[config.mk]
export PLATFORM = sky130hd
export DESIGN_NAME = memory_access_stage_flat
export DESIGN_NICKNAME = d
export VERILOG_FILES = /design/src/rtl/memory_access_stage_if.sv /design/src/rtl/memory_access_stage.sv /design/src/flat_wrapper.sv
export SDC_FILE = /design/constraint.sdc
export NUM_CORES = 1
export LEC_CHECK = 0
export BUFFER_PORTS_ARGS = -buffer_cell sky130_fd_sc_hd__buf_2
export CAP_MARGIN = 10
export CORE_MARGIN = 1
export CORE_UTILIZATION = 51
export DETAILED_ROUTE_END_ITERATION = 7
export GPL_TIMING_DRIVEN = 0
export HOLD_SLACK_MARGIN = 0.06
export PLACE_DENSITY = 0.81
export SYNTH_ARGS = -nofsm -noshare
export SYNTH_HDL_FRONTEND = slang
export SYNTH_SLANG_ARGS = --single-unit
[constraint.sdc]
create_clock -name clk -period 2.1 [get_ports clk]
set_input_delay 0.42 -clock clk [delete_from_list [all_inputs] [get_ports clk]]
set_output_delay 0.42 -clock clk [all_outputs]
set_load 0.05 [all_outputs]
[src/rtl/memory_access_stage_if.sv]
// rtl/memory_access_stage_if.sv - data-memory req/ack bus between the MEM stage and data memory
interface memory_access_stage_if #(
    parameter int XLEN = 32
);
    logic            dmem_req;
    logic            dmem_we;
    logic [XLEN-1:0] dmem_addr;
    logic [XLEN-1:0] dmem_wdata;
    logic [3:0]      dmem_wstrb;
    logic            dmem_ack;
    logic [XLEN-1:0] dmem_rdata;

    modport master (
        output dmem_req, dmem_we, dmem_addr, dmem_wdata, dmem_wstrb,
        input  dmem_ack, dmem_rdata
    );

    modport slave (
        input  dmem_req, dmem_we, dmem_addr, dmem_wdata, dmem_wstrb,
        output dmem_ack, dmem_rdata
    );
endinterface

[src/rtl/memory_access_stage.sv]
// rtl/memory_access_stage.sv - MEM pipeline stage: load/store over req/ack bus, feeds MEM/WB
module memory_access_stage #(
    parameter int XLEN     = 32,
    parameter int MAX_WAIT = 15
) (
    input  logic                  clk,
    input  logic                  reset,
    input  logic [1:0]            mem_result_src,
    input  logic                  mem_mem_write,
    input  logic                  mem_reg_write,
    input  logic [2:0]            mem_funct3,
    input  logic [4:0]            mem_rd,
    input  logic [XLEN-1:0]       mem_alu_result,
    input  logic [XLEN-1:0]       mem_store_data,
    memory_access_stage_if.master dmem,
    output logic                  stall_mem,
    output logic                  misaligned,
    output logic                  bus_error,
    output logic                  wb_reg_write,
    output logic [1:0]            wb_result_src,
    output logic [4:0]            wb_rd,
    output logic [XLEN-1:0]       wb_alu_result,
    output logic [XLEN-1:0]       wb_read_data
);

    localparam int CW = $clog2(MAX_WAIT + 1);

    typedef enum logic [1:0] {
        IDLE = 2'd0,
        BUSY = 2'd1,
        DONE = 2'd2
    } state_t;

    state_t          state;
    logic [CW-1:0]   wait_cnt;
    logic [XLEN-1:0] rd_latch;

    logic            is_load;
    logic            is_store;
    logic            mem_op;
    logic            funct3_ok;
    logic            align_ok;
    logic            bad_op;
    logic            good_op;
    logic            wb_pass;
    logic [1:0]      off;
    logic [3:0]      st_wstrb;
    logic [XLEN-1:0] st_wdata;
    logic [XLEN-1:0] rd_shift;
    logic [XLEN-1:0] load_ext;

    // Decode the operation; a store wins when the load and store controls are both set.
    always_comb begin
        is_store = mem_mem_write;
        is_load  = (mem_result_src == 2'b01) && !mem_mem_write;
        mem_op   = is_store || is_load;
        off      = mem_alu_result[1:0];
        if (is_store) begin
            funct3_ok = (mem_funct3 == 3'b000) || (mem_funct3 == 3'b001) || (mem_funct3 == 3'b010);
        end else begin
            funct3_ok = (mem_funct3 == 3'b000) || (mem_funct3 == 3'b001) || (mem_funct3 == 3'b010)
                     || (mem_funct3 == 3'b100) || (mem_funct3 == 3'b101);
        end
        case (mem_funct3[1:0])
            2'b00:   align_ok = 1'b1;
            2'b01:   align_ok = !off[0];
            2'b10:   align_ok = (off == 2'b00);
            default: align_ok = 1'b0;
        endcase
        bad_op  = mem_op && !(funct3_ok && align_ok);
        good_op = mem_op && !bad_op;
        // Gated by reset so every output reads 0 while reset is held, whatever the inputs.
        misaligned = reset && (state == IDLE) && bad_op;
        stall_mem  = reset && (((state == IDLE) && good_op) || (state == BUSY));
        wb_pass    = ((state == IDLE) && !mem_op) || (state == DONE);
    end

    // Store lane steering and load extraction/extension from the addressed byte lane.
    always_comb begin
        case (mem_funct3[1:0])
            2'b00: begin
                st_wstrb = 4'b0001 << off;
                st_wdata = {4{mem_store_data[7:0]}};
            end
            2'b01: begin
                st_wstrb = 4'b0011 << off;
                st_wdata = {2{mem_store_data[15:0]}};
            end
            default: begin
                st_wstrb = 4'hF;
                st_wdata = mem_store_data;
            end
        endcase
        rd_shift = dmem.dmem_rdata >> {off, 3'b000};
        case (mem_funct3)
            3'b000:  load_ext = {{(XLEN-8){rd_shift[7]}}, rd_shift[7:0]};
            3'b001:  load_ext = {{(XLEN-16){rd_shift[15]}}, rd_shift[15:0]};
            3'b010:  load_ext = dmem.dmem_rdata;
            3'b100:  load_ext = {{(XLEN-8){1'b0}}, rd_shift[7:0]};
            3'b101:  load_ext = {{(XLEN-16){1'b0}}, rd_shift[15:0]};
            default: load_ext = '0;
        endcase
    end

    // Bus FSM: launch the access from IDLE, hold it in BUSY until ack or timeout, release in DONE.
    always_ff @(posedge clk or negedge reset) begin
        if (!reset) begin
            state           <= IDLE;
            wait_cnt        <= '0;
            rd_latch        <= '0;
            bus_error       <= 1'b0;
            dmem.dmem_req   <= 1'b0;
            dmem.dmem_we    <= 1'b0;
            dmem.dmem_addr  <= '0;
            dmem.dmem_wdata <= '0;
            dmem.dmem_wstrb <= 4'b0000;
        end else begin
            bus_error <= 1'b0;
            case (state)
                IDLE: begin
                    if (good_op) begin
                        state           <= BUSY;
                        wait_cnt        <= CW'(1);
                        dmem.dmem_req   <= 1'b1;
                        dmem.dmem_we    <= is_store;
                        dmem.dmem_addr  <= {mem_alu_result[XLEN-1:2], 2'b00};
                        dmem.dmem_wdata <= is_store ? st_wdata : '0;
                        dmem.dmem_wstrb <= is_store ? st_wstrb : 4'b0000;
                    end
                end
                BUSY: begin
                    if (dmem.dmem_ack) begin
                        dmem.dmem_req <= 1'b0;
                        rd_latch      <= is_load ? load_ext : '0;
                        state         <= DONE;
                    end else if (wait_cnt == CW'(MAX_WAIT)) begin
                        dmem.dmem_req <= 1'b0;
                        bus_error     <= 1'b1;
                        rd_latch      <= '0;
                        state         <= DONE;
                    end else begin
                        wait_cnt <= wait_cnt + 1'b1;
                    end
                end
                DONE: begin
                    state    <= IDLE;
                    wait_cnt <= '0;
                end
                default: state <= IDLE;
            endcase
        end
    end

    // MEM/WB register: pass the op through when not stalled, otherwise insert a bubble.
    always_ff @(posedge clk or negedge reset) begin
        if (!reset) begin
            wb_reg_write  <= 1'b0;
            wb_result_src <= 2'b00;
            wb_rd         <= '0;
            wb_alu_result <= '0;
            wb_read_data  <= '0;
        end else if (wb_pass) begin
            wb_reg_write  <= mem_reg_write;
            wb_result_src <= mem_result_src;
            wb_rd         <= mem_rd;
            wb_alu_result <= mem_alu_result;
            wb_read_data  <= (state == DONE) ? rd_latch : '0;
        end else begin
            wb_reg_write  <= 1'b0;
            wb_result_src <= 2'b00;
            wb_rd         <= '0;
            wb_alu_result <= '0;
            wb_read_data  <= '0;
        end
    end

endmodule

[src/flat_wrapper.sv]
// flat-port wrapper written by rule: the top's interface ports become plain ports
module memory_access_stage_flat 
#(
    parameter int XLEN     = 32,
    parameter int MAX_WAIT = 15
)
  (clk, reset, mem_result_src, mem_mem_write, mem_reg_write, mem_funct3, mem_rd, mem_alu_result, mem_store_data, stall_mem, misaligned, bus_error, wb_reg_write, wb_result_src, wb_rd, wb_alu_result, wb_read_data, dmem_dmem_req, dmem_dmem_we, dmem_dmem_addr, dmem_dmem_wdata, dmem_dmem_wstrb, dmem_dmem_ack, dmem_dmem_rdata);
  memory_access_stage_if #(.XLEN(XLEN)) dmem_i ();
  input  logic clk;
  input  logic reset;
  input  logic [1:0] mem_result_src;
  input  logic mem_mem_write;
  input  logic mem_reg_write;
  input  logic [2:0] mem_funct3;
  input  logic [4:0] mem_rd;
  input  logic [XLEN-1:0] mem_alu_result;
  input  logic [XLEN-1:0] mem_store_data;
  output logic stall_mem;
  output logic misaligned;
  output logic bus_error;
  output logic wb_reg_write;
  output logic [1:0] wb_result_src;
  output logic [4:0] wb_rd;
  output logic [XLEN-1:0] wb_alu_result;
  output logic [XLEN-1:0] wb_read_data;
  output wire logic [$bits(dmem_i.dmem_req)-1:0] dmem_dmem_req;
  output wire logic [$bits(dmem_i.dmem_we)-1:0] dmem_dmem_we;
  output wire logic [$bits(dmem_i.dmem_addr)-1:0] dmem_dmem_addr;
  output wire logic [$bits(dmem_i.dmem_wdata)-1:0] dmem_dmem_wdata;
  output wire logic [$bits(dmem_i.dmem_wstrb)-1:0] dmem_dmem_wstrb;
  input wire logic [$bits(dmem_i.dmem_ack)-1:0] dmem_dmem_ack;
  input wire logic [$bits(dmem_i.dmem_rdata)-1:0] dmem_dmem_rdata;
  assign dmem_dmem_req = dmem_i.dmem_req;
  assign dmem_dmem_we = dmem_i.dmem_we;
  assign dmem_dmem_addr = dmem_i.dmem_addr;
  assign dmem_dmem_wdata = dmem_i.dmem_wdata;
  assign dmem_dmem_wstrb = dmem_i.dmem_wstrb;
  assign dmem_i.dmem_ack = dmem_dmem_ack;
  assign dmem_i.dmem_rdata = dmem_dmem_rdata;
  memory_access_stage #(.XLEN(XLEN), .MAX_WAIT(MAX_WAIT)) u_core (.clk(clk), .reset(reset), .mem_result_src(mem_result_src), .mem_mem_write(mem_mem_write), .mem_reg_write(mem_reg_write), .mem_funct3(mem_funct3), .mem_rd(mem_rd), .mem_alu_result(mem_alu_result), .mem_store_data(mem_store_data), .dmem(dmem_i), .stall_mem(stall_mem), .misaligned(misaligned), .bus_error(bus_error), .wb_reg_write(wb_reg_write), .wb_result_src(wb_result_src), .wb_rd(wb_rd), .wb_alu_result(wb_alu_result), .wb_read_data(wb_read_data));
endmodule
==> parameters.txt, run 1 <==
Parameter                              Value

Critical path
  Critical Path Source ... u_core.state[1]$_DFFE_PN0P_
  Number of cells on the worst reg-to-reg path ... 6
  Required @ worst endpoint ... 1.68 ns
  Critical R2R Launch ... u_core.wait_cnt[0]$_DFFE_PN0P_
  Kind of start point of the critical path ... register
  Data arrival time of the critical path ... 1.70 ns
  CP max FO ... 10
  Worst flop-to-flop path endpoint ... u_core.rd_latch[15]$_DFFE_PN0P_
  R2R Setup Slk ... roughly 0.15 ns
  Capturing element type of the critical path ... primary output
  Crit Path Class ... reg -> out

Power and ir drop
  Leakage power summed over all cells ... 5.21 nW
  Clk pwr share ... 23.6%
  Power spent charging and discharging nets ... between 0.006 and 0.007 W
  Power density relative to cell area ... 1460 nW/um2
  Peak ir drop on the vdd network ... 1.05 mV
  Sequential Power Share ... between 30% and 40%
  Cell internal power dissipation ... 0.00789 W
  Net switching fraction of the power ... between 40% and 50%
  Share of total power in combinational logic ... 43.1%

STA
  Final worst path period need ... ~2.1 ns
  Maximum frequency from static timing analysis ... approximately 470 MHz
  Setup Total Neg Slack ... -0.0217 ns
  Worst hold margin ... -0.0436 ns
  Transition time at the pin with the least slew margin ... 0.824 ns
  Fin worst setup slack ... -0.0217 ns
  Skew final ... 0.00645 ns
  Worst-case headroom to the max-slew limit ... 44.6%
  Number of failing hold endpoints at the final stage ... 23
  Final period util ... 101%
  Unrepaired setup endpoints after global routing ... true
  Total of endpoints with negative setup slack in the final report ... 1
  Final Slew Violations ... 0

Final layout
  Area added between synthesis and finish ... 29.6%
  Fill count ... 1152
  Post-layout instance count excluding filler cells ... 1166
  Fin nets ... around 1100
  Antenna Cells ... 0
  Fraction of final layout cells with drive strength greater than 1 ... 36.7%

Logic synthesis
  Top post-synthesis cells by count ... 179 x sky130_fd_sc_hd__dfrtp_1, 165 x sky130_fd_sc_hd__nand2_1, 48 x sky130_fd_sc_hd__nor2b_1, 36 x sky130_fd_sc_hd__o21ai_1, 32 x sky130_fd_sc_hd__and2_1
  EDFF count, synth ... 0
  Dominant synthesized flop cell ... sky130_fd_sc_hd__dfrtp_1
  Flip-flop and latch count after synthesis ... 179
  Cell types with the largest area share after synthesis ... sky130_fd_sc_hd__dfrtp_1 59%, sky130_fd_sc_hd__nand2_1 8.1%, sky130_fd_sc_hd__nor2b_1 3.9%
  Mean cell area of the mapped netlist ... 11.0 um2
  Share of the yosys chip area belonging to registers ... 58.5%
  Cell accounting for the most synthesized area ... sky130_fd_sc_hd__dfrtp_1
  Post-synth top area share ... 58.5%
  Proportion of synthesized flip-flops having asynchronous set or reset ... 100%
  Gate count of the mapped netlist ... 695
  Library cells used by synthesis ... 53
  Post-Syn Area ... 7650 um2
  Most common cell in the netlist ... sky130_fd_sc_hd__dfrtp_1
  Number of warnings printed during yosys synthesis ... 0

Routing
  Avg WL per Cell ... 17.2 um
  DRC ... 0
  DR vias ... 6304
  Post-route ant nets ... 0
  Final WL ... 20000 um
  Drt first-iter violations ... 363
  Number of iterations in the first detailed-routing pass ... 5
  Vias per inst ... 5.41

Floorplanning
  Initial core utilization ... 52.5%
  Number of top-level pins ... 256
  Core box area ... 14600 um2
  Total die area ... 15500 um2
  DIE HEIGHT ... ~120 um
  # rows ... 44
  Horiz. Die Dim ... between 100 and 150 um

Clock tree
  Number of sinks on the clock net ... roughly 180
  Clock transition at the register clock pins on the worst setup and hold paths after CTS ... around 0.070 ns
  Worst-skew pair later-pin latency ... 0.42 ns
  # H-tree levels ... 4
  Clock root cell ... sky130_fd_sc_hd__clkbuf_16
  Clock tree buffer depth ... 2
  Clock tree from TritonCTS ... done
  Cts bufs inserted ... 17

Flow run
  Max-cap violations ... 0

Hold path
  Hold Path Class ... in -> async

Placed design
  Placer's final routability congestion estimate ... approximately 0.84
  Placed Instances ... 1129
  Buffers on Ports ... between 200 and 250
  Detailed-placement wirelength estimate ... approximately 15000 um

Global routing
  Antenna violations before repair ... 0
  Via count of the first global-routing pass ... 6309
  Remaining global-route overflow ... 0
  Largest net degree at the start of global routing ... 101
  Total routing resource utilization after global routing ... 26.6%
  First-pass GRT wire length ... 32100 um

Run status
  Violated checks ... hold timing, setup timing
  Outcome ... complete, but fails checks
worst max-delay path: stages (launching register included):
cell                       delay (ns)
sky130_fd_sc_hd__dfrtp_1         0.39
sky130_fd_sc_hd__inv_2           0.09
sky130_fd_sc_hd__ha_1            0.19
sky130_fd_sc_hd__clkbuf_8        0.18
sky130_fd_sc_hd__inv_1           0.09
sky130_fd_sc_hd__a21boi_2        0.16
sky130_fd_sc_hd__buf_6           0.18
through the flow:
stage | utilization, % | instance area (um2) | total power [W] | hold WS [ns] | setup WS, ns
floorplan | - | 7670 | 0.00929 | 0.124 | -0.173
global placement | 62.6 | 9140 | 0.0108 | 0.453 | -2.74
detailed placement | 62.9 | 9180 | 0.0109 | 0.442 | -0.347
CTS | 67.9 | 9910 | 0.0145 | -0.0122 | -0.0104
global route | 68.0 | 9920 | 0.0151 | 0.00795 | -0.0929
finish | 68.0 | 9920 | 0.0145 | -0.0436 | -0.0217
state kept, by name, summed over array words and instances (netlist names), 4 cells and up:
register                flops
u_core.dmem.dmem_addr      30
u_core.dmem.dmem_wdata     32
u_core.dmem.dmem_wstrb      4
u_core.rd_latch            32
u_core.wait_cnt             4
u_core.wb_alu_result       32
u_core.wb_rd                5
u_core.wb_read_data        32
layout make-up:
cell class	count	area (um2)	share of cell area (%)
Sequential cell	179	4480	45.2
Tap cell	184	230	2.32
Multi-Input combinational cell	462	2940	29.6
Clock inverter	14	200	2.02
Inverter	5	18.8	0.189
Timing Repair Buffer	255	1340	13.5
Clock buffer	18	439	4.43
Buffer	49	274	2.76
logic make-up (layout without fill, tap and decap cells):
| group | count (synthesis) | after routing | synth area share, % |
|---|---|---|---|
| AND/OR/NAND/NOR | 265 | 265 | 16.7 |
| flip-flops | 179 | 179 | 58.5 |
| buffers and inverters | 55 | 341 | 3.55 |
| AO/OA/AOI/OAI | 152 | 152 | 14.9 |
| adder cells (fa/ha/maj) | 5 | 5 | 0.817 |
| other | 1 | 2 | 0.0490 |
| multiplexers | 38 | 38 | 5.46 |
layer usage:
layer	global-route usage, %	share of wire, %	wire, um
met5	0	0	0
met4	10.3	2.5	496
met3	7.13	7.5	1490
met2	42.0	48	9630
met1	34.9	42	8380
worst max path at each step:
stage / endpoint / depth (start not counted)
5_1_grt: stall_mem / 6
3_3_place_gp: misaligned / 4
4_1_cts: stall_mem / 6
3_5_place_dp: stall_mem / 6
2_1_floorplan: stall_mem / 5
6_report: stall_mem / 6
timing repair:
action                     in CTS  in global routing
hold endpoints to repair       79                 79
pin swaps                       2                  2
setup endpoints to repair      19                 25
setup buffers                   5                  1
resized for setup              16                  6
cells in the final DEF, fill, tap and decap left out, types with 18 or more instances in the layout:
cell	count
sky130_fd_sc_hd__and2_1	32
sky130_fd_sc_hd__a22oi_1	26
sky130_fd_sc_hd__o31ai_1	19
sky130_fd_sc_hd__nor2b_1	48
sky130_fd_sc_hd__nand2_1	165
sky130_fd_sc_hd__dfrtp_1	179
sky130_fd_sc_hd__o21ai_1	36
sky130_fd_sc_hd__mux2i_1	26
sky130_fd_sc_hd__buf_2	261
sky130_fd_sc_hd__clkbuf_1	18
power by group through the flow:
stage          sequential (W)  combinational (W)  clock [W]
2_1_floorplan         0.00778            0.00151          0
3_3_place_gp          0.00482            0.00599          0
3_5_place_dp          0.00485            0.00610          0
4_1_cts               0.00482            0.00624    0.00346
5_1_grt               0.00492            0.00660    0.00363
6_report              0.00482            0.00623    0.00341
No activity file was read; power rests on OpenSTA's default activity.
==> run 2, diff against run 1 <==
- CAP_MARGIN: 10 -> 15
- RECOVER_POWER: unset -> 50
==> parameters.txt, run 2 (synthesized netlist as in run 1, its figures left out) <==
Parameter                              Value

Final layout
  Layout Utilization ... 67.4% (was 68.0%)
  Area added between synthesis and finish ... 28.5% (was 29.6%)
  Leading cell type in the layout, fill and taps excluded ... sky130_fd_sc_hd__buf_2 (unchanged)
  Post-layout instance count excluding filler cells ... 1166 (unchanged)
  Commonest cells after routing, fill and taps aside ... 196 x sky130_fd_sc_hd__buf_2, 179 x sky130_fd_sc_hd__dfrtp_1, 165 x sky130_fd_sc_hd__nand2_1 (was 261 x sky130_fd_sc_hd__buf_2, 179 x sky130_fd_sc_hd__dfrtp_1, 165 x sky130_fd_sc_hd__nand2_1)
  Fin nets ... 1085 (unchanged)
  Fraction of final layout cells with drive strength greater than 1 ... 29.9% (was 36.7%)
  Final Instance Area ... 9840 um2 (was 9920 um2)
  Antenna Cells ... 0 (unchanged)
  Fill count ... 1181 (was 1152)

Critical path
  Critical-path cell list ... inv_2 > ha_1 > clkbuf_8 > inv_1 > a21boi_2 > buf_6 (unchanged)
  Delay-heaviest family, CP ... buffers and inverters (unchanged)
  Slowest Stage Delay on Critical Path ... 0.39 ns (about the same)
  Data arrival time of the critical path ... 1.70 ns (about the same)
  Worst-path cell with the longest stage delay ... sky130_fd_sc_hd__dfrtp_1 (unchanged)
  Crit Path Class ... reg -> out (unchanged)
  Capturing element type of the critical path ... primary output (unchanged)
  Critical Path Source ... u_core.state[1]$_DFFE_PN0P_ (unchanged)
  CP max FO ... 10 (unchanged)
  Required @ worst endpoint ... 1.68 ns (about the same)
  Count of buffering cells on the critical path with inverters included ... 4 (unchanged)
  Critical R2R Launch ... u_core.wait_cnt[0]$_DFFE_PN0P_ (unchanged)
  Kind of start point of the critical path ... register (unchanged)

STA
  Number of failing hold endpoints at the final stage ... 22 (was 23)
  Fin worst setup slack ... -0.0163 ns (was -0.0217 ns)
  Final worst path period need ... 2.12 ns (about the same)
  Total of endpoints with negative setup slack in the final report ... 1 (unchanged)
  Worst-case headroom to the max-slew limit ... 43.8% (was 44.6%)
  Final Slew Violations ... 0 (unchanged)
  Maximum frequency from static timing analysis ... 473 MHz (was 471 MHz)
  Worst hold margin ... -0.0418 ns (was -0.0436 ns)
  Skew final ... 0.00616 ns (was 0.00645 ns)
  Transition time at the pin with the least slew margin ... 0.835 ns (was 0.824 ns)
  Unrepaired setup endpoints after global routing ... true (unchanged)
  Final period util ... 101% (about the same)

Routing
  DR vias ... 6318 (was 6304)
  Number of iterations in the first detailed-routing pass ... 5 (unchanged)
  Final WL ... 20100 um (was 20000 um)
  Vias per inst ... 5.42 (was 5.41)
  DRC ... 0 (unchanged)
  Avg WL per Cell ... 17.2 um (about the same)
  Drt first-iter violations ... 358 (was 363)
  Post-route ant nets ... 0 (unchanged)

Placed design
  Detailed-placement wirelength estimate ... 14700 um (unchanged)
  Buffers on Ports ... 248 (unchanged)
  Worst setup timing slack at the placement stage ... -0.347 ns (unchanged)
  Placed Instances ... 1129 (unchanged)
  Placer's final routability congestion estimate ... 0.839 (unchanged)
  Area after DPL ... 9180 um2 (unchanged)

Clock tree
  Worst-skew pair later-pin latency ... 0.42 ns (about the same)
  Clock tree buffer depth ... 2 (unchanged)
  Cts bufs inserted ... 17 (unchanged)
  # H-tree levels ... 4 (unchanged)
  Clock tree from TritonCTS ... done (unchanged)
  Number of sinks on the clock net ... 179 (unchanged)
  Clock transition at the register clock pins on the worst setup and hold paths after CTS ... 0.07 ns (about the same)
  Clock root cell ... sky130_fd_sc_hd__clkbuf_16 (unchanged)

Floorplanning
  Core box area ... 14600 um2 (unchanged)
  DIE HEIGHT ... 125 um (unchanged)
  # rows ... 44 (unchanged)
  Horiz. Die Dim ... 125 um (unchanged)
  Total die area ... 15500 um2 (unchanged)
  Initial core utilization ... 52.5% (unchanged)
  Number of top-level pins ... 256 (unchanged)

Global routing
  Antenna violations before repair ... 0 (unchanged)
  First-pass GRT wire length ... 32100 um (unchanged)
  Total routing resource utilization after global routing ... 26.6% (unchanged)
  Remaining global-route overflow ... 0 (unchanged)
  Largest net degree at the start of global routing ... 101 (unchanged)
  Via count of the first global-routing pass ... 6309 (unchanged)

Hold path
  Hold Path Class ... in -> async (unchanged)

Power and ir drop
  Leakage power summed over all cells ... 4.94 nW (was 5.21 nW)
  Power density relative to cell area ... 1470 nW/um2 (was 1460 nW/um2)
  Peak ir drop on the vdd network ... 1.06 mV (was 1.05 mV)

Flow run
  Max-cap violations ... 0 (unchanged)

Run status
  Outcome ... complete, but fails checks (unchanged)
  Violated checks ... hold timing, setup timing (unchanged)
## run 2: repair_timing
item,CTS,global route
pin swaps,2,2
setup endpoints to repair,19,25
endpoints found under the hold margin,79,79
gates resized for setup,16,6
setup buffers,5,1
## run 2: where the power goes
group / leakage [nW] / switching [W] / internal, W / total [W]
registers: 2.38 / 0.000462 / 0.00436 / 0.00483
clock network: 0.309 / 0.00136 / 0.00204 / 0.00341
logic: 2.24 / 0.00475 / 0.00143 / 0.00618
total: 4.94 / 0.00658 / 0.00783 / 0.0144
## run 2: final timing paths
check	cells after the start	end	slack, ns
hold reg to reg	2	u_core.dmem.dmem_addr[17]$_DFFE_PN0P_	0.48
hold / removal	1	u_core.wb_read_data[28]$_DFF_PN0_	-0.04
setup / recovery	6	stall_mem	-0.02
setup reg to reg	6	u_core.rd_latch[21]$_DFFE_PN0P_	0.13
min in group clk	3	u_core.dmem.dmem_addr[30]$_DFFE_PN0P_	0.20
max in group asynchronous	2	u_core.dmem.dmem_addr[31]$_DFFE_PN0P_	1.27
## run 2: worst reg2reg max path, delay by kind of cell, from the launching register on
family                   cells  cell delay, ns
adder cells (fa/ha/maj)      1            0.26
buffers and inverters        1            0.44
AND/OR/NAND/NOR              1            0.28
flip-flops                   1            0.41
AO/OA/AOI/OAI                3            0.51
## run 2: layer usage
| layer | global-route usage (%) | vias to the layer above | part of all wire (%) |
|---|---|---|---|
| li1 | - | 2930 | - |
| met1 | 34.9 | 3053 | 42 |
| met2 | 42.0 | 292 | 48 |
| met3 | 7.13 | 43 | 7.7 |
| met4 | 10.3 | 0 | 2.6 |
| met5 | 0 | - | 0 |
## run 2: per-stage QoR
step / setup TNS (ns) / power [W] / hold WS, ns
finish: -0.0163 / 0.0144 / -0.0418
detailed placement: -0.773 / 0.0109 / 0.442
global placement: -389.76 / 0.0108 / 0.453
CTS: -0.0104 / 0.0145 / -0.0122
floorplan: -0.173 / 0.00929 / 0.124
global route: -0.139 / 0.0151 / 0.00795
## run 2: area by class of cell
class / count / area (um2) / share of cell area, %
multi-input cells: 462 / 2940 / 29.9
flip-flops and latches: 179 / 4480 / 45.5
clock inverters: 14 / 200 / 2.04
inverters: 5 / 18.8 / 0.191
well taps: 184 / 230 / 2.34
plain buffers: 49 / 274 / 2.79
repair buffers: 255 / 1250 / 12.8
clock buffers: 18 / 439 / 4.46
